## src/rtl/usr_pkg.sv

```systemverilog
// rtl/usr_pkg.sv - mode encoding shared by the universal shift register files
package usr_pkg;

    typedef enum logic [1:0] {
        MODE_HOLD = 2'b00,
        MODE_SHR  = 2'b01,
        MODE_SHL  = 2'b10,
        MODE_LOAD = 2'b11
    } mode_t;

endpackage

```

## src/rtl/usr_frame_cnt.sv

```systemverilog
// rtl/usr_frame_cnt.sv - modulo-WIDTH shift counter with registered frame_done pulse
module usr_frame_cnt
    import usr_pkg::*;
#(
    parameter int WIDTH = 8,
    parameter int CNT_W = $clog2(WIDTH + 1)
) (
    input  logic             clk,
    input  logic             reset,
    input  logic             clr,
    input  logic             inc,
    output logic [CNT_W-1:0] shift_cnt,
    output logic             frame_done
);

    localparam logic [CNT_W-1:0] LAST = CNT_W'(WIDTH - 1);

    logic wrap;

    // A frame completes on the increment that takes the count past WIDTH-1.
    assign wrap = inc && (shift_cnt == LAST);

    // Count shifts; frame_done follows the wrapping edge by exactly one cycle.
    always_ff @(posedge clk or posedge reset) begin
        if (reset) begin
            shift_cnt  <= '0;
            frame_done <= 1'b0;
        end else begin
            frame_done <= wrap && !clr;
            if (clr) begin
                shift_cnt <= '0;
            end else if (inc) begin
                shift_cnt <= wrap ? '0 : shift_cnt + CNT_W'(1);
            end
        end
    end

endmodule

```

## src/rtl/universal_shift_reg.sv

```systemverilog
// rtl/universal_shift_reg.sv - universal shift register (hold/shr/shl/load), USR_ROTATE_EN adds rot input
module universal_shift_reg
    import usr_pkg::*;
#(
    parameter int WIDTH = 8,
    parameter int CNT_W = $clog2(WIDTH + 1)
) (
    input  logic             clk,
    input  logic             reset,
    input  logic             en,
    input  logic [1:0]       mode,
    input  logic             s_in_r,
    input  logic             s_in_l,
`ifdef USR_ROTATE_EN
    input  logic             rot,
`endif
    input  logic [WIDTH-1:0] p_in,
    output logic [WIDTH-1:0] p_out,
    output logic             s_out_r,
    output logic             s_out_l,
    output logic [CNT_W-1:0] shift_cnt,
    output logic             frame_done
);

    mode_t      mode_e;
    logic       fill_r;
    logic       fill_l;
    logic       cnt_inc;
    logic       cnt_clr;
    logic [WIDTH-1:0] data;

    assign mode_e = mode_t'(mode);

`ifdef USR_ROTATE_EN
    // Rotation recirculates the bit falling off the opposite end.
    assign fill_r = rot ? data[0]       : s_in_r;
    assign fill_l = rot ? data[WIDTH-1] : s_in_l;
`else
    assign fill_r = s_in_r;
    assign fill_l = s_in_l;
`endif

    // Datapath register: shift or load only on enabled edges.
    always_ff @(posedge clk or posedge reset) begin
        if (reset) begin
            data <= '0;
        end else if (en) begin
            case (mode_e)
                MODE_SHR:  data <= {fill_r, data[WIDTH-1:1]};
                MODE_SHL:  data <= {data[WIDTH-2:0], fill_l};
                MODE_LOAD: data <= p_in;
                default:   data <= data;
            endcase
        end
    end

    assign cnt_inc = en && ((mode_e == MODE_SHR) || (mode_e == MODE_SHL));
    assign cnt_clr = en && (mode_e == MODE_LOAD);

    usr_frame_cnt #(
        .WIDTH (WIDTH),
        .CNT_W (CNT_W)
    ) u_frame_cnt (
        .clk        (clk),
        .reset      (reset),
        .clr        (cnt_clr),
        .inc        (cnt_inc),
        .shift_cnt  (shift_cnt),
        .frame_done (frame_done)
    );

    assign p_out   = data;
    assign s_out_r = data[0];
    assign s_out_l = data[WIDTH-1];

endmodule

```

## config.mk

```make
export PLATFORM = sky130hd
export DESIGN_NAME = universal_shift_reg
export DESIGN_NICKNAME = d
export VERILOG_FILES = /design/src/rtl/usr_pkg.sv /design/src/rtl/usr_frame_cnt.sv /design/src/rtl/universal_shift_reg.sv
export SDC_FILE = /design/constraint.sdc
export NUM_CORES = 1
export LEC_CHECK = 0
export BUFFER_PORTS_ARGS = -buffer_cell sky130_fd_sc_hd__buf_2
export CAP_MARGIN = 20
export CELL_PAD_IN_SITES_DETAIL_PLACEMENT = 1
export CELL_PAD_IN_SITES_GLOBAL_PLACEMENT = 2
export CORE_MARGIN = 2
export CORE_UTILIZATION = 26
export CTS_CLUSTER_SIZE = 24
export DETAILED_ROUTE_END_ITERATION = 7
export HOLD_SLACK_MARGIN = 0.05
export PLACE_DENSITY = 0.76
export SLEW_MARGIN = 20
export SYNTH_ARGS = -nofsm -noshare
export SYNTH_HDL_FRONTEND = slang
export SYNTH_SLANG_ARGS = --single-unit
```

## constraint.sdc

```tcl
create_clock -name clk -period 1.4 [get_ports clk]
set_clock_uncertainty 0.05 [all_clocks]
set_input_delay 0.07 -clock clk [delete_from_list [all_inputs] [get_ports clk]]
set_output_delay 0.07 -clock clk [all_outputs]
set_load 0.005 [all_outputs]
```

==> results.py <==
metrics = {
    "status": {
        "status": "finished clean",
    },
    "sta": {
        "hold_violations": 0,
        "fin_setup_tns_ns": 0,
        "fmax_mhz": 783,
        "max_slew_margin_pct": 65.9,
        "slew_viol_final": 0,
        "rsz0062_at_grt": "no",
        "min_period_ns": 1.28,
        "setup_viol": 0,
        "worst_pin_slew_ns": 0.511,
        "finalCritPeriodShare_pct": 91.2,
        "final.setup.worst_slack_ns": 0.124,
    },
    "clock_tree": {
        "clk_pin_slew_ns": 0.09,
        "clockBufferDepth": 2,
        "clock_latency_ns": 0.28,
        "cts_buffers": 3,
        "cts_root_buf": "clkbuf_4",
        "cts_tree": "built",
        "cts_max_level": 1,
        "numClockSinks": 13,
    },
    "pwr": {
        "seqPwrFrac_pct": 48.9,
        "p_clk_share_pct": 22.2,
        "power.density_nw_per_um2": 1170,
        "intPower_mw": 0.721,
        "p_sw_mw": 0.370,
        "switching_share_pct": 33.9,
        "fin_total_pwr_mw": 1.09,
        "worst_ir_drop_vdd_uv": 538,
        "leakagePower_nw": 0.480,
        "pwr-share-comb_pct": 28.9,
    },
    "global_route": {
        "grt_pass1_wl_mm": 3.24,
        "overflow": 0,
        "grt_max_degree": 17,
        "grt_pass1_vias": 735,
        "grt_antenna_before_repair": 0,
        "grt_usage_pct": 12.9,
    },
    "die": {
        "rows": 19,
        "top_level_ports": 30,
        "dieHeight_um": 56.9,
        "start_util_pct": 26.9,
        "core_area_um2": 2710,
        "die_area_um2": 3240,
        "fp.dieW_um": 56.9,
    },
    "routing": {
        "drc": 0,
        "routed_via_density": 4.84,
        "wire_per_inst_um": 13.5,
        "drtIter0Drc": 15,
        "ant_nets": 0,
        "num_vias": 678,
        "firstDrtPassIters": 4,
        "wl_mm": 1.89,
    },
    "critical_path": {
        "cp-startpoint": "u_frame_cnt.shift_cnt[0]$_DFFE_PP0P_",
        "worst_setup_path_start_kind": "register",
        "cp_data_required_time_ns": 1.48,
        "reg2reg_slack_ns": 0.12,
        "path_class": "register to register",
        "critPathCapture": "u_frame_cnt.shift_cnt[2]$_DFFE_PP0P_",
        "crit_arrival_ns": 1.36,
        "end_kind": "register",
        "cp_slowest_cell": "dfrtp_1",
        "cpPeakStageDelay_ns": 0.43,
        "path_cells": "ha_1, and4b_1, a21oi_1, o22ai_1",
        "worstReg2RegStart": "u_frame_cnt.shift_cnt[0]$_DFFE_PP0P_",
        "timing.rr.end": "u_frame_cnt.shift_cnt[2]$_DFFE_PP0P_",
        "worstPathMaxFanout": 5,
        "worst-r2r-cell-count": 4,
    },
    "layout": {
        "final_cell_mix": "29 x buf_2, 13 x dfrtp_1, 12 x nand2_1",
        "mostFrequentLayoutCell": "buf_2",
        "nets": 129,
        "area_delta_synth_final_pct": 27.7,
        "finalNonFillerCells": 140,
        "diodes": 0,
        "drive_gt1_share_pct": 31.2,
    },
    "synth": {
        "seq_area_frac_synth_pct": 44.7,
        "syn_area_um2": 728,
        "ys_ff_latch": 13,
        "synthesis.instances": 78,
        "yosysWarnings": 0,
        "synthesis.nets": 97,
        "synth_cell_types": 20,
        "syn_area_per_cell_um2": 9.34,
    },
    "worst_hold_path": {
        "min_path_type": "input port to register",
        "hold_depth": 4,
    },
    "placed_design": {
        "placed_cells": 133,
        "pre_cts_ws_ns": 0.0778,
        "dp_hpwl_mm": 1.44,
        "place_congestion": 0.767,
        "port_buffers": 29,
    },
    "flow_run": {
        "cap_violations": 0,
    },
}
## power by group through the flow
stage | logic [mW] | clock network, mW | registers (mW)
detailed placement | 0.314 | 0 | 0.540
global placement | 0.306 | 0 | 0.539
floorplan | 0.182 | 0 | 0.531
global route | 0.361 | 0.281 | 0.547
finish | 0.315 | 0.242 | 0.534
CTS | 0.322 | 0.263 | 0.534
## logic make-up after synthesis
kind of cell	count (synthesis)	synth area share [%]
AO/OA/AOI/OAI	31	26.5
adder cells (fa/ha/maj)	4	6.87
buffers and inverters	10	7.90
flip-flops	13	44.7
AND/OR/NAND/NOR	20	14.1
## worst min path at each step
| stage | start | endpoint | slack (ns) |
|---|---|---|---|
| 6_report | p_in[2] | p_out[2]$_DFFE_PP0P_ | 0.10 |
| 5_1_grt | p_in[3] | p_out[3]$_DFFE_PP0P_ | 0.12 |
| 4_1_cts | p_in[6] | p_out[6]$_DFFE_PP0P_ | 0.09 |
| 3_5_place_dp | reset | p_out[3]$_DFFE_PP0P_ | 0.09 |
| 3_3_place_gp | reset | p_out[3]$_DFFE_PP0P_ | 0.09 |
| 2_1_floorplan | reset | p_out[0]$_DFFE_PP0P_ | -0.10 |
## synth_stat cells
library cell	instances	area [um2]
nand2_1	12	45.0
inv_1	5	18.8
o22ai_1	2	12.5
a21oi_1	9	45.0
buf_2	1	5.00
buf_6	1	11.3
a22o_1	9	78.8
nor2_2	1	6.26
and3b_1	1	8.76
a31oi_1	1	6.26
nand2b_1	1	6.26
o21ai_1	10	50.1
nand3_1	1	5.00
nor3_1	1	5.00
nand2b_2	1	8.76
and4b_1	1	10.0
nand3b_1	1	7.51
dfrtp_1	13	325
buf_4	3	22.5
ha_1	4	50.1
## sequential cells by signal (all words and copies together) (netlist names)
register and count:
u_frame_cnt.frame_done 1, p_out 8, u_frame_cnt.shift_cnt 4
## through the flow
stage               hold slack [ns]  instance area, um2  util (%)
floorplan                    -0.103                 728         -
global placement             0.0854                 873      32.2
detailed placement           0.0929                 873      32.2
CTS                          0.0905                 930      34.3
global route                  0.121                 930      34.3
finish                        0.102                 930      34.3
## layer usage
layer,global-route usage [%],share of wire (%),vias up
met5,0,0,-
met4,1.99,0,0
met3,5.30,4.6,0
met2,21.8,47,19
met1,15.7,48,318
li1,-,-,341
## critical path: cells and delay by family (launching register included)
kind	cells	cell delay [ns]
adders and majority gates	1	0.25
DFF	1	0.43
AOI/OAI and AO/OA	2	0.19
and+or+nand+nor	1	0.21
## timing repair
| item | 4_1_cts | 5_1_grt |
|---|---|---|
| endpoints found under the setup margin | 0 | 0 |
| resized for setup | 0 | 0 |
| buffers inserted | 0 | 0 |
| endpoints found under the hold margin | 16 | 0 |
| hold buffers | 3 | 0 |
## cell type report
class,instances,area (um2)
Multi-Input combinational cell,55,345
Sequential cell,13,325
Timing Repair Buffer,32,175
Inverter,5,18.8
Tap cell,31,38.8
Fill cell,338,1780
Clock buffer,4,26.3
Power figures use the tool's default switching activity.
